## config.mk

```make
export PLATFORM = sky130hd
export DESIGN_NAME = xbus_lsu
export DESIGN_NICKNAME = d
export VERILOG_FILES = /design/src/rtl/xbus_lsu.sv
export SDC_FILE = /design/constraint.sdc
export NUM_CORES = 1
export LEC_CHECK = 0
export CAP_MARGIN = 15
export CORE_AREA = 2 2 176 109
export DETAILED_ROUTE_END_ITERATION = 6
export DIE_AREA = 0 0 178 111
export PLACE_DENSITY = 0.71
export SLEW_MARGIN = 25
export SYNTH_ARGS = -nofsm -noshare
export SYNTH_HDL_FRONTEND = slang
export SYNTH_SLANG_ARGS = --single-unit
export TNS_END_PERCENT = 50
```

## constraint.sdc

```tcl
create_clock -name clk -period 5 [get_ports clk]
set_input_delay 0.5 -clock clk [delete_from_list [all_inputs] [get_ports clk]]
set_output_delay 0.5 -clock clk [all_outputs]
set_load 0.1 [all_outputs]
```

## src/rtl/xbus_lsu.sv

```systemverilog
// xbus_lsu: load/store unit between the core memory stage and the xbus.
// Define XBUS_MISALIGN_SPLIT_EN to split word-crossing accesses into two beats.
module xbus_lsu #(
    parameter int XLEN   = 32,
    parameter int ADDR_W = 32
) (
    input  logic              clk,
    input  logic              rst_n,
    input  logic              req_valid,
    output logic              req_ready,
    input  logic              req_we,
    input  logic [2:0]        funct3,
    input  logic [ADDR_W-1:0] addr,
    input  logic [XLEN-1:0]   wdata,
    output logic              resp_valid,
    output logic [XLEN-1:0]   rdata,
    output logic              resp_err,
    output logic              xbus_req,
    output logic              xbus_we,
    output logic [XLEN/8-1:0] xbus_be,
    output logic [ADDR_W-1:0] xbus_addr,
    output logic [XLEN-1:0]   xbus_wdata,
    input  logic              xbus_ack,
    input  logic [XLEN-1:0]   xbus_rdata
);
    localparam int NB = XLEN / 8;
    localparam int OB = $clog2(NB);
    localparam logic [NB-1:0] ONE = NB'(1);

    localparam logic [2:0] S_IDLE  = 3'd0;
    localparam logic [2:0] S_BEAT0 = 3'd1;
    localparam logic [2:0] S_RESP  = 3'd2;
`ifdef XBUS_MISALIGN_SPLIT_EN
    localparam logic [2:0] S_GAP   = 3'd3;
    localparam logic [2:0] S_BEAT1 = 3'd4;
`endif

    function automatic logic too_big(input logic [1:0] sz);
        return (1 << sz) > NB;
    endfunction

    function automatic logic crosses(input logic [OB-1:0] o,
                                     input logic [1:0] sz);
        return (int'(o) + (1 << sz)) > NB;
    endfunction

    // Keep the low S bytes, then sign- or zero-extend to XLEN.
    function automatic logic [XLEN-1:0] extend(input logic [XLEN-1:0] raw,
                                               input logic [2:0] f3);
        int sh;
        logic [XLEN-1:0] up;
        sh = XLEN - 8 * (1 << f3[1:0]);
        if (sh <= 0) return raw;
        up = raw << sh;
        if (f3[2]) return up >> sh;
        return $signed(up) >>> sh;
    endfunction

    logic [2:0]        st;
    logic [ADDR_W-1:0] r_addr;
    logic [2:0]        r_f3;
    logic              r_we;
    logic [XLEN-1:0]   r_wdata;
    logic              r_err;
    logic [XLEN-1:0]   rdata_q;
`ifdef XBUS_MISALIGN_SPLIT_EN
    logic [XLEN-1:0]   beat0_q;
    logic              cross_r;
    logic [XLEN-1:0]   b_lo;
    logic [XLEN-1:0]   b_hi;
`endif

    logic [OB-1:0]     off;
    logic [NB-1:0]     mask;
    logic [ADDR_W-1:0] base;
    logic [XLEN-1:0]   raw;
    logic [XLEN-1:0]   rd_ext;
    logic              acc_err;

    assign off  = r_addr[OB-1:0];
    assign base = {r_addr[ADDR_W-1:OB], {OB{1'b0}}};
    assign mask = (ONE << (1 << r_f3[1:0])) - ONE;

`ifdef XBUS_MISALIGN_SPLIT_EN
    assign acc_err = too_big(funct3[1:0]);
    assign cross_r = crosses(off, r_f3[1:0]);
    assign b_lo    = (st == S_BEAT1) ? beat0_q : xbus_rdata;
    assign b_hi    = (st == S_BEAT1) ? xbus_rdata : '0;
    assign raw     = (b_lo >> (8 * int'(off)))
                   | (b_hi << (8 * (NB - int'(off))));
`else
    assign acc_err = too_big(funct3[1:0])
                   | crosses(addr[OB-1:0], funct3[1:0]);
    assign raw     = xbus_rdata >> (8 * int'(off));
`endif

    assign rd_ext = r_we ? '0 : extend(raw, r_f3);

    always_comb begin
        xbus_req   = 1'b0;
        xbus_be    = '0;
        xbus_addr  = '0;
        xbus_wdata = '0;
        case (st)
            S_BEAT0: begin
                xbus_req   = 1'b1;
                xbus_be    = mask << off;
                xbus_addr  = base;
                xbus_wdata = r_wdata << (8 * int'(off));
            end
`ifdef XBUS_MISALIGN_SPLIT_EN
            S_BEAT1: begin
                xbus_req   = 1'b1;
                xbus_be    = mask >> (NB - int'(off));
                xbus_addr  = base + ADDR_W'(NB);
                xbus_wdata = r_wdata >> (8 * (NB - int'(off)));
            end
`endif
            default: ;
        endcase
    end

    assign xbus_we    = xbus_req & r_we;
    assign req_ready  = (st == S_IDLE);
    assign resp_valid = (st == S_RESP);
    assign resp_err   = (st == S_RESP) & r_err;
    assign rdata      = rdata_q;

    always_ff @(posedge clk) begin
        if (!rst_n) begin
            st      <= S_IDLE;
            r_addr  <= '0;
            r_f3    <= '0;
            r_we    <= 1'b0;
            r_wdata <= '0;
            r_err   <= 1'b0;
            rdata_q <= '0;
`ifdef XBUS_MISALIGN_SPLIT_EN
            beat0_q <= '0;
`endif
        end else begin
            case (st)
                S_IDLE: begin
                    if (req_valid) begin
                        r_addr  <= addr;
                        r_f3    <= funct3;
                        r_we    <= req_we;
                        r_wdata <= wdata;
                        r_err   <= acc_err;
                        if (acc_err) begin
                            rdata_q <= '0;
                            st      <= S_RESP;
                        end else begin
                            st <= S_BEAT0;
                        end
                    end
                end
                S_BEAT0: begin
                    if (xbus_ack) begin
`ifdef XBUS_MISALIGN_SPLIT_EN
                        if (cross_r) begin
                            beat0_q <= xbus_rdata;
                            st      <= S_GAP;
                        end else begin
                            rdata_q <= rd_ext;
                            st      <= S_RESP;
                        end
`else
                        rdata_q <= rd_ext;
                        st      <= S_RESP;
`endif
                    end
                end
`ifdef XBUS_MISALIGN_SPLIT_EN
                // Bus needs one idle cycle between beats.
                S_GAP: st <= S_BEAT1;
                S_BEAT1: begin
                    if (xbus_ack) begin
                        rdata_q <= rd_ext;
                        st      <= S_RESP;
                    end
                end
`endif
                S_RESP:  st <= S_IDLE;
                default: st <= S_IDLE;
            endcase
        end
    end
endmodule

```

==> results of run 1 <==
==> placed cells by master, fill, tap and decap left out, types with 8 or more instances in the layout <==
cell type | Yosys | routed
sky130_fd_sc_hd__dfxtp_1 | 103 | 101
sky130_fd_sc_hd__clkbuf_16 | 0 | 9
sky130_fd_sc_hd__clkdlybuf4s50_1 | 0 | 177
sky130_fd_sc_hd__a22o_1 | 9 | 9
sky130_fd_sc_hd__o211ai_1 | 8 | 8
sky130_fd_sc_hd__o21ai_0 | 40 | 40
sky130_fd_sc_hd__a22oi_1 | 9 | 9
sky130_fd_sc_hd__nor2b_1 | 25 | 25
sky130_fd_sc_hd__nand2_1 | 192 | 192
sky130_fd_sc_hd__buf_4 | 2 | 42
sky130_fd_sc_hd__mux2i_1 | 29 | 29
sky130_fd_sc_hd__and2_1 | 46 | 45
sky130_fd_sc_hd__a21boi_0 | 69 | 69
sky130_fd_sc_hd__inv_1 | 16 | 16
sky130_fd_sc_hd__nor2_1 | 39 | 39
sky130_fd_sc_hd__a21oi_1 | 38 | 38
sky130_fd_sc_hd__a32o_1 | 22 | 22
sky130_fd_sc_hd__nor3_1 | 8 | 8
sky130_fd_sc_hd__a211oi_1 | 25 | 25
==> stage by stage <==
step,util (%),cell area [µm²],hold WS [ns],instances,total power (µW)
finish,46.9,8640,0.458,1234,2460
CTS,46.9,8640,0.463,1234,2470
global placement,45.3,8330,0.445,1218,1730
global route,46.9,8640,0.480,1234,2590
floorplan,-,6240,0.439,825,1470
detailed placement,45.3,8330,0.448,1218,1730
==> per-layer routing <==
metal	up-vias	share of wire [%]
met5	-	0
met4	0	0.80
met3	14	13
met2	361	37
met1	2998	49
li1	3191	-
==> cells by family after synthesis <==
family	count (synthesis)	share of synthesized area, %
multiplexers	36	5.92
other	1	0.0602
buffers and inverters	89	5.90
XOR/XNOR	2	0.281
adder cells (fa/ha/maj)	6	1.32
flip-flops	103	33.1
AO/OA/AOI/OAI	262	30.0
AND/OR/NAND/NOR	325	23.4
==> how the worst max path moves through the flow <==
stage               depth (start not counted)  slack [ns]      start             end
CTS                                         3        1.49  r_addr[1]  xbus_wdata[30]
floorplan                                   7        0.79  r_addr[1]  xbus_wdata[29]
finish                                      3        1.52  r_addr[1]  xbus_wdata[30]
global placement                           12        1.59  funct3[1]        rdata[5]
global route                                3        1.37  r_addr[1]  xbus_wdata[30]
detailed placement                         12        1.50  funct3[1]        rdata[0]
==> power breakdown <==
group          internal [µW]  switching (µW)
clock                    395             339
sequential               870            49.2
combinational            277             531
total                   1540             920
==> registers in the layout, indices dropped and copies added (netlist names) <==
signal,cells
r_err,1
r_f3,3
r_wdata,32
r_we,1
st,2
r_addr,32
rdata,32
==> area by class of cell <==
class	instances	area [µm²]
timing repair buffer	220	2090
inverter	16	60.1
tap	246	308
sequential	103	2060
multi-input combinational	633	3810
clock buffer	9	225
clock inverter	7	77.6
fill	1822	9760
==> critical path, cell delays in order, from the launching register on <==
cell and delay, ns:
sky130_fd_sc_hd__dfxtp_2 0.88, sky130_fd_sc_hd__mux2i_1 0.20, sky130_fd_sc_hd__a211oi_1 0.35, sky130_fd_sc_hd__clkdlybuf4s50_1 1.19
==> flow_summary.json, run 1 <==
{
  "run_status": "completed",
  "synth.top_cells.by_area": "sky130_fd_sc_hd__dfxtp_1 (33%), sky130_fd_sc_hd__nand2_1 (12%), sky130_fd_sc_hd__a21boi_0 (8.3%), sky130_fd_sc_hd__mux2i_1 (4.7%), sky130_fd_sc_hd__and2_1 (4.6%)",
  "synth_largest_area_cell": "sky130_fd_sc_hd__dfxtp_1",
  "peakVddDrop_v": 0.000164,
  "worst_reg_to_reg_path_cell_count": 8,
  "setup-violations-final": 0,
  "power-per-cell-area_nw_per_um2": 285,
  "relSlewSlack_pct": 28.4,
  "routed-via-count": 6564,
  "track_usage_pct": 21.7,
  "whs_path_depth": 2,
  "drt_pre_antenna_iters": 5,
  "postCtsResizedCells": 0,
  "cts.sinks": 103,
  "top_usage_layer": "met1",
  "post-cts-setup-buffer-count": 0,
  "finalWirelength_um": 21900,
  "drc": 0,
  "final_worst_clock_skew_ns": 0.00967,
  "iteration_0_drc_markers": 657,
  "grt_setup_unrepaired": "no",
  "setup_total_negative_slack_ns": 0,
  "worst_ep_arrival_time_ns": 2.98,
  "critical_path_endpoint_category": "output pin",
  "rows": 39,
  "hold_buffers": 0,
  "clk_pin_slew_worst_paths_ns": 0.07,
  "netlist_area_um2": 6230,
  "leakagePower_uw": 0.00313,
  "origin_of_the_critical_flop_to_flop_path": "r_f3[0]",
  "detail_route_antenna_nets": 0,
  "critPathKind": "reg -> out",
  "floorplan.initialDensity_pct": 33.9,
  "startpoint_type": "register",
  "antenna_found_initial": 0,
  "final_period_minus_worst_setup_slack_ns": 3.48,
  "synth_cells": 824,
  "number_of_enable_flip_flop_cells_after_synthesis": 0,
  "die_area_um2": 19800,
  "average_cell_area_after_synthesis_um2": 7.56,
  "global_route_track_usage_on_met1_pct": 33.4,
  "ys_ff_latch": 103,
  "antenna_cells_inserted": 0,
  "grt_max_degree": 72,
  "ys_types": 47,
  "clk_latency_ns": 0.34,
  "dominantRegCellSynth": "sky130_fd_sc_hd__dfxtp_1",
  "floorplan.die.width_um": 178,
  "root_buffer_cell": "sky130_fd_sc_hd__clkbuf_16",
  "synth_top_area_share_pct": 33.1,
  "rrSetupSlack_ns": 1.62,
  "setup_ws_ns": 1.52,
  "gp_congestion": 0.971,
  "cap_viol_max_count": 0,
  "vias_in_the_first_global_route": 6082,
  "pre_cts_ws_ns": 1.50,
  "globalRouteOverflowTotal": 0,
  "hold_end": "r_wdata[24]",
  "holdCritStartpoint": "r_wdata[24]",
  "clock_tree_from_tritoncts": "done",
  "finalHoldViolations": 0,
  "grt_pass1_wl_um": 34200,
  "timing.hold.worst.class": "reg -> reg",
  "pin_count": 209,
  "buffer_ports.inserted": 206,
  "hpwl_um": 15500,
  "finalCritPeriodShare_pct": 69.6,
  "clock_path_buffers": 2,
  "grt.met3_usage_pct": 8.81,
  "final_net_count": 1093,
  "drive_above_1_share_pct": 7.49,
  "top_cell_types_by_occurrence_after_synthesis": "sky130_fd_sc_hd__nand2_1 (192), sky130_fd_sc_hd__dfxtp_1 (103), sky130_fd_sc_hd__a21boi_0 (69), sky130_fd_sc_hd__clkbuf_1 (49), sky130_fd_sc_hd__and2_1 (46)",
  "number_of_max_slew_violations_in_the_final_report": 0,
  "synthMostInstantiatedCell": "sky130_fd_sc_hd__nand2_1",
  "tightestPinTransition_ns": 1.07,
  "cts.htree.levels": 3,
  "fp.dieH_um": 111,
  "synth-async-reset-ratio_pct": 0,
  "synth_warnings": 0,
  "numCtsBuffers": 9,
  "r2r-end": "rdata[18]",
  "worst_ep_required_time_ns": 4.50,
  "max_freq_mhz": 287,
  "via_per_inst": 5.32,
  "wire_per_inst_um": 17.7,
  "placeableCoreArea_um2": 18400,
  "met2_usage_pct": 27.7,
  "area_growth_pct": 38.5,
  "max_fo_critical_path": 34,
  "post_synthesis_sequential_area_ratio_pct": 33.1
}
Note: power is estimated with default switching activity, not from simulation.
==> run 2: changes to the inputs <==
- PLACE_DENSITY: 0.71 -> 0.74
- clock period: 5 -> 3.2 ns (I/O delays scaled with it)
==> flow_summary.json, run 2 (same netlist as run 1, synthesis figures left out) <==
{
  "tightestPinTransition_ns": 0.990,
  "dpl-instance-area_um2": 9100,
  "clock_path_buffers": 2,
  "sw_frac_of_total_pct": 38.5,
  "area_of_the_multi_input_gates_um2": 3860,
  "power-per-cell-area_nw_per_um2": 416,
  "fp.dieH_um": 111,
  "layout_common_cells": "sky130_fd_sc_hd__nand2_1 (192), sky130_fd_sc_hd__clkdlybuf4s50_1 (128), sky130_fd_sc_hd__dfxtp_1 (101)",
  "wire_per_inst_um": 17.6,
  "power.combinational.fraction_pct": 34.8,
  "clock_tree_from_tritoncts": "done",
  "clk_pin_slew_worst_paths_ns": 0.08,
  "final_net_count": 1104,
  "number_of_max_slew_violations_in_the_final_report": 0,
  "floorplan.die.width_um": 178,
  "critical-path-slowest-cell": "sky130_fd_sc_hd__a221oi_1",
  "hpwl_um": 16100,
  "number_of_buffers_and_inverters_on_the_critical_path": 0,
  "hold_buffers": 0,
  "peakVddDrop_v": 0.000223,
  "r2r-end": "rdata[19]",
  "vias_in_the_first_global_route": 6086,
  "finalCoreUtilization_pct": 51.1,
  "placeableCoreArea_um2": 18400,
  "layout_commonest_cell": "sky130_fd_sc_hd__nand2_1",
  "setup-violations-final": 0,
  "postCtsResizedCells": 0,
  "cts.sinks": 103,
  "reg_power_share_pct": 36.2,
  "clk_latency_ns": 0.36,
  "detail_route_antenna_nets": 0,
  "finalWirelength_um": 21900,
  "final_worst_clock_skew_ns": 0.0139,
  "run_status": "completed",
  "root_buffer_cell": "sky130_fd_sc_hd__clkbuf_16",
  "antenna_found_initial": 0,
  "worst_reg_to_reg_path_cell_count": 7,
  "timing.critical_path.max_delay_family": "compound AO/OA/AOI/OAI gates",
  "drive_above_1_share_pct": 14.3,
  "grt_pass1_wl_um": 34400,
  "origin_of_the_critical_flop_to_flop_path": "r_f3[0]",
  "drt_pre_antenna_iters": 5,
  "leakagePower_uw": 0.00345,
  "cts.htree.levels": 3,
  "max_fo_critical_path": 15,
  "pin_count": 209,
  "track_usage_pct": 22.2,
  "critical_path_endpoint_category": "register",
  "area.sequential_um2": 2060,
  "totalPowerFinal_uw": 3910,
  "whs_path_depth": 2,
  "power_switching_uw": 1500,
  "crit_chain": "or2_2, ha_1, nand2b_1, a221oi_1, o21bai_1, o221ai_1, a32o_1",
  "finalCritPeriodShare_pct": 87.7,
  "routed-via-count": 6658,
  "buffer_ports.inserted": 206,
  "timing.hold.worst.class": "reg -> reg",
  "drc": 0,
  "grt_max_degree": 72,
  "startpoint_type": "register",
  "finalHoldViolations": 0,
  "fill_cells": 1717,
  "relSlewSlack_pct": 33.8,
  "post-cts-setup-buffer-count": 0,
  "worst_ep_arrival_time_ns": 3.07,
  "holdCritStartpoint": "rdata[0]",
  "finish.instance_area_um2": 9400,
  "proportion_of_power_drawn_by_the_clock_network_pct": 28.9,
  "rrSetupSlack_ns": 0.39,
  "globalRouteOverflowTotal": 0,
  "numCtsBuffers": 9,
  "rows": 39,
  "intPower_uw": 2410,
  "gp_congestion": 0.932,
  "grt_setup_unrepaired": "no",
  "critical-path-max-stage-delay_ns": 0.58,
  "floorplan.initialDensity_pct": 33.9,
  "critical_path_cell_count": 7,
  "iteration_0_drc_markers": 693,
  "antenna_cells_inserted": 0,
  "critPathKind": "reg -> reg",
  "via_per_inst": 5.35,
  "max_freq_mhz": 356,
  "setup_total_negative_slack_ns": 0,
  "cap_viol_max_count": 0,
  "worst_ep_required_time_ns": 3.46,
  "die_area_um2": 19800,
  "final_period_minus_worst_setup_slack_ns": 2.81,
  "hold_end": "rdata[0]",
  "area_growth_pct": 50.9
}
[run 2: cell types whose count changed in the layout (fill, tap and decap cells not counted), moves of 2 or more]
cell and change:
sky130_fd_sc_hd__buf_12 +61, sky130_fd_sc_hd__clkdlybuf4s50_1 -49, sky130_fd_sc_hd__a211oi_1 -8, sky130_fd_sc_hd__a211oi_2 +8
sky130_fd_sc_hd__inv_8 +3, sky130_fd_sc_hd__inv_6 -2
[run 2: power by group through the flow]
stage	logic (µW)	clock network (µW)	registers, µW
final	1360	1130	1420
after global routing	1460	1230	1430
after CTS	1350	1180	1420
after detailed placement	1340	0	1450
after global placement	1320	0	1440
after floorplan	788	0	1520
[run 2: area by class of cell]
class / instances / area share [%]
Clock buffer: 9 / 2.39
Clock inverter: 7 / 0.798
Sequential cell: 103 / 22.0
Timing Repair Buffer: 231 / 29.9
Tap cell: 246 / 3.27
Multi-Input combinational cell: 633 / 41.0
Inverter: 16 / 0.639
[run 2: how the worst max path moves through the flow]
stage	end	start	slack (ns)
after floorplan	xbus_be[2]	r_f3[0]	-0.56
after CTS	xbus_wdata[0]	r_addr[1]	0.42
after global routing	xbus_be[3]	r_f3[0]	0.26
after global placement	rdata[3]	funct3[0]	0.23
final	rdata[19]	r_f3[0]	0.39
after detailed placement	rdata[2]	funct3[0]	0.13
[run 2: per-layer routing]
metal	up-vias	wire length (µm)	track usage, %
met5	-	0	0
met3	23	2870	8.74
met1	3067	10300	33.3
li1	3228	-	-
met4	0	289	4.97
met2	340	8490	29.2
[run 2: stage by stage]
stage,std cells,setup slack [ns],hold slack (ns)
4_1_cts,1245,0.417,0.463
2_1_floorplan,825,-0.562,0.439
3_3_place_gp,1229,0.226,0.441
3_5_place_dp,1229,0.130,0.444
6_report,1245,0.393,0.456
5_1_grt,1245,0.259,0.481
[run 2: worst reg2reg max path, delay by kind of cell, from the launching register on]
family                   cells  cell delay, ns
adder cells (fa/ha/maj)      1            0.36
flip-flops                   1            0.31
AO/OA/AOI/OAI                4            1.36
AND/OR/NAND/NOR              2            0.69
==> run 3: changes to the inputs <==
- CORE_AREA: 2 2 176 109 -> 3 3 177 110
- DIE_AREA: 0 0 178 111 -> 0 0 180 113
- GPL_ROUTABILITY_DRIVEN: not set -> 1
- SLEW_MARGIN: 25 -> not set
==> flow_summary.json, run 3 (same netlist as run 1, synthesis figures left out) <==
{
  "number_of_max_slew_violations_in_the_final_report": 0,
  "finalCritPeriodShare_pct": 87.3,
  "clock_path_buffers": 2,
  "layout_common_cells": "sky130_fd_sc_hd__nand2_1 (192), sky130_fd_sc_hd__clkdlybuf4s50_1 (124), sky130_fd_sc_hd__dfxtp_1 (101)",
  "post_layout_nonfiller_instances": 1241,
  "layout_commonest_cell": "sky130_fd_sc_hd__nand2_1",
  "cts.htree.levels": 3,
  "hold_buffers": 0,
  "hpwl_um": 16700,
  "antenna_found_initial": 0,
  "fill_cells": 1638,
  "rrSetupSlack_ns": 0.40,
  "grt_setup_unrepaired": "no",
  "gp_congestion": 0.979,
  "power-per-cell-area_nw_per_um2": 414,
  "drt_pre_antenna_iters": 6,
  "critical_path_startpoint": "r_f3[1]",
  "relSlewSlack_pct": 33.5,
  "tightestPinTransition_ns": 0.994,
  "post-cts-setup-buffer-count": 0,
  "drive_above_1_share_pct": 14.9,
  "postCtsResizedCells": 0,
  "peakVddDrop_v": 0.000237,
  "vias_in_the_first_global_route": 6091,
  "track_usage_pct": 21.3,
  "leakagePower_uw": 0.00347,
  "root_buffer_cell": "sky130_fd_sc_hd__clkbuf_16",
  "clk_pin_slew_worst_paths_ns": 0.08,
  "final_net_count": 1106,
  "globalRouteOverflowTotal": 0,
  "setup_ws_ns": 0.405,
  "area_growth_pct": 50.7,
  "floorplan.die.width_um": 180,
  "max_fo_critical_path": 24,
  "startpoint_type": "register",
  "via_per_inst": 5.31,
  "run_status": "completed",
  "detail_route_antenna_nets": 0,
  "holdCritStartpoint": "r_addr[10]",
  "final_period_minus_worst_setup_slack_ns": 2.80,
  "origin_of_the_critical_flop_to_flop_path": "r_f3[1]",
  "pre_cts_ws_ns": 0.196,
  "placed_instances": 1225,
  "grt_pass1_wl_um": 35000,
  "setup-violations-final": 0,
  "placeableCoreArea_um2": 17900,
  "worst_ep_arrival_time_ns": 3.05,
  "buffer_ports.inserted": 206,
  "critical_path_endpoint_category": "register",
  "critPathKind": "reg -> reg",
  "drc": 0,
  "totalPowerFinal_uw": 3890,
  "finalWirelength_um": 22500,
  "clock_tree_from_tritoncts": "done",
  "clk_latency_ns": 0.35,
  "pin_count": 209,
  "finalHoldViolations": 0,
  "final_worst_clock_skew_ns": 0.00857,
  "finalCoreUtilization_pct": 52.4,
  "cap_viol_max_count": 0,
  "routed-via-count": 6586,
  "cts.sinks": 103,
  "numCtsBuffers": 9,
  "floorplan.initialDensity_pct": 34.8,
  "fp.dieH_um": 113,
  "grt_max_degree": 91,
  "timing.hold.worst.class": "reg -> reg",
  "max_freq_mhz": 358,
  "wire_per_inst_um": 18.1,
  "antenna_cells_inserted": 0,
  "iteration_0_drc_markers": 693,
  "worst_ep_required_time_ns": 3.45,
  "die_area_um2": 20300,
  "rows": 38
}
## run 3: cell count changes in the layout (fill, tap and decap cells not counted), sizes merged
| cell | previous run | this run |
|---|---|---|
| clkdlybuf4s50 | 128 | 124 |
| clkinvlp | 1 | 0 |
| buf | 103 | 109 |
| clkinv | 2 | 3 |
## run 3: metrics by stage
step | area (µm²) | setup TNS [ns] | hold WS, ns
2_1_floorplan | 6280 | -1.04 | 0.439
3_3_place_gp | 9100 | 0 | 0.440
3_5_place_dp | 9100 | 0 | 0.452
4_1_cts | 9390 | 0 | 0.465
6_report | 9390 | 0 | 0.461
5_1_grt | 9390 | 0 | 0.483
## run 3: final timing paths
path                              endpoint  cells after the start
worst min-delay path            r_addr[10]                      2
worst min register to register  r_addr[10]                      2
worst max-delay path             rdata[20]                      8
worst max register to register   rdata[20]                      8
## run 3: worst max-delay path, cell delays in order, from the launching register on
cell and delay, ns:
sky130_fd_sc_hd__dfxtp_1 0.34, sky130_fd_sc_hd__buf_4 0.28, sky130_fd_sc_hd__nand2b_1 0.22, sky130_fd_sc_hd__ha_1 0.26
sky130_fd_sc_hd__nand2b_1 0.25, sky130_fd_sc_hd__a221oi_1 0.57, sky130_fd_sc_hd__o21bai_1 0.26, sky130_fd_sc_hd__o221ai_1 0.22
sky130_fd_sc_hd__a32o_1 0.29
## run 3: report_power, final
| group | total, µW | switching (µW) | internal, µW |
|---|---|---|---|
| logic | 1360 | 868 | 493 |
| clock network | 1110 | 560 | 548 |
| registers | 1420 | 60.9 | 1360 |
| total | 3890 | 1490 | 2400 |
## run 3: cell type report
cell class | count | area [µm²] | share of cell area, %
sequential | 103 | 2060 | 22.0
clock buffer | 9 | 225 | 2.40
tap | 240 | 300 | 3.20
timing repair buffer | 233 | 2820 | 30.0
clock inverter | 7 | 65.1 | 0.693
inverter | 16 | 60.1 | 0.639
multi-input combinational | 633 | 3860 | 41.1
## run 3: layer usage
layer  vias to the layer above  share of wire, %  GRT usage, %
li1                       3218                 -             -
met1                      3030                49          31.6
met2                       317                39          29.5
met3                        21                11          8.77
met4                         0              0.68          2.78
met5                         -                 0             0
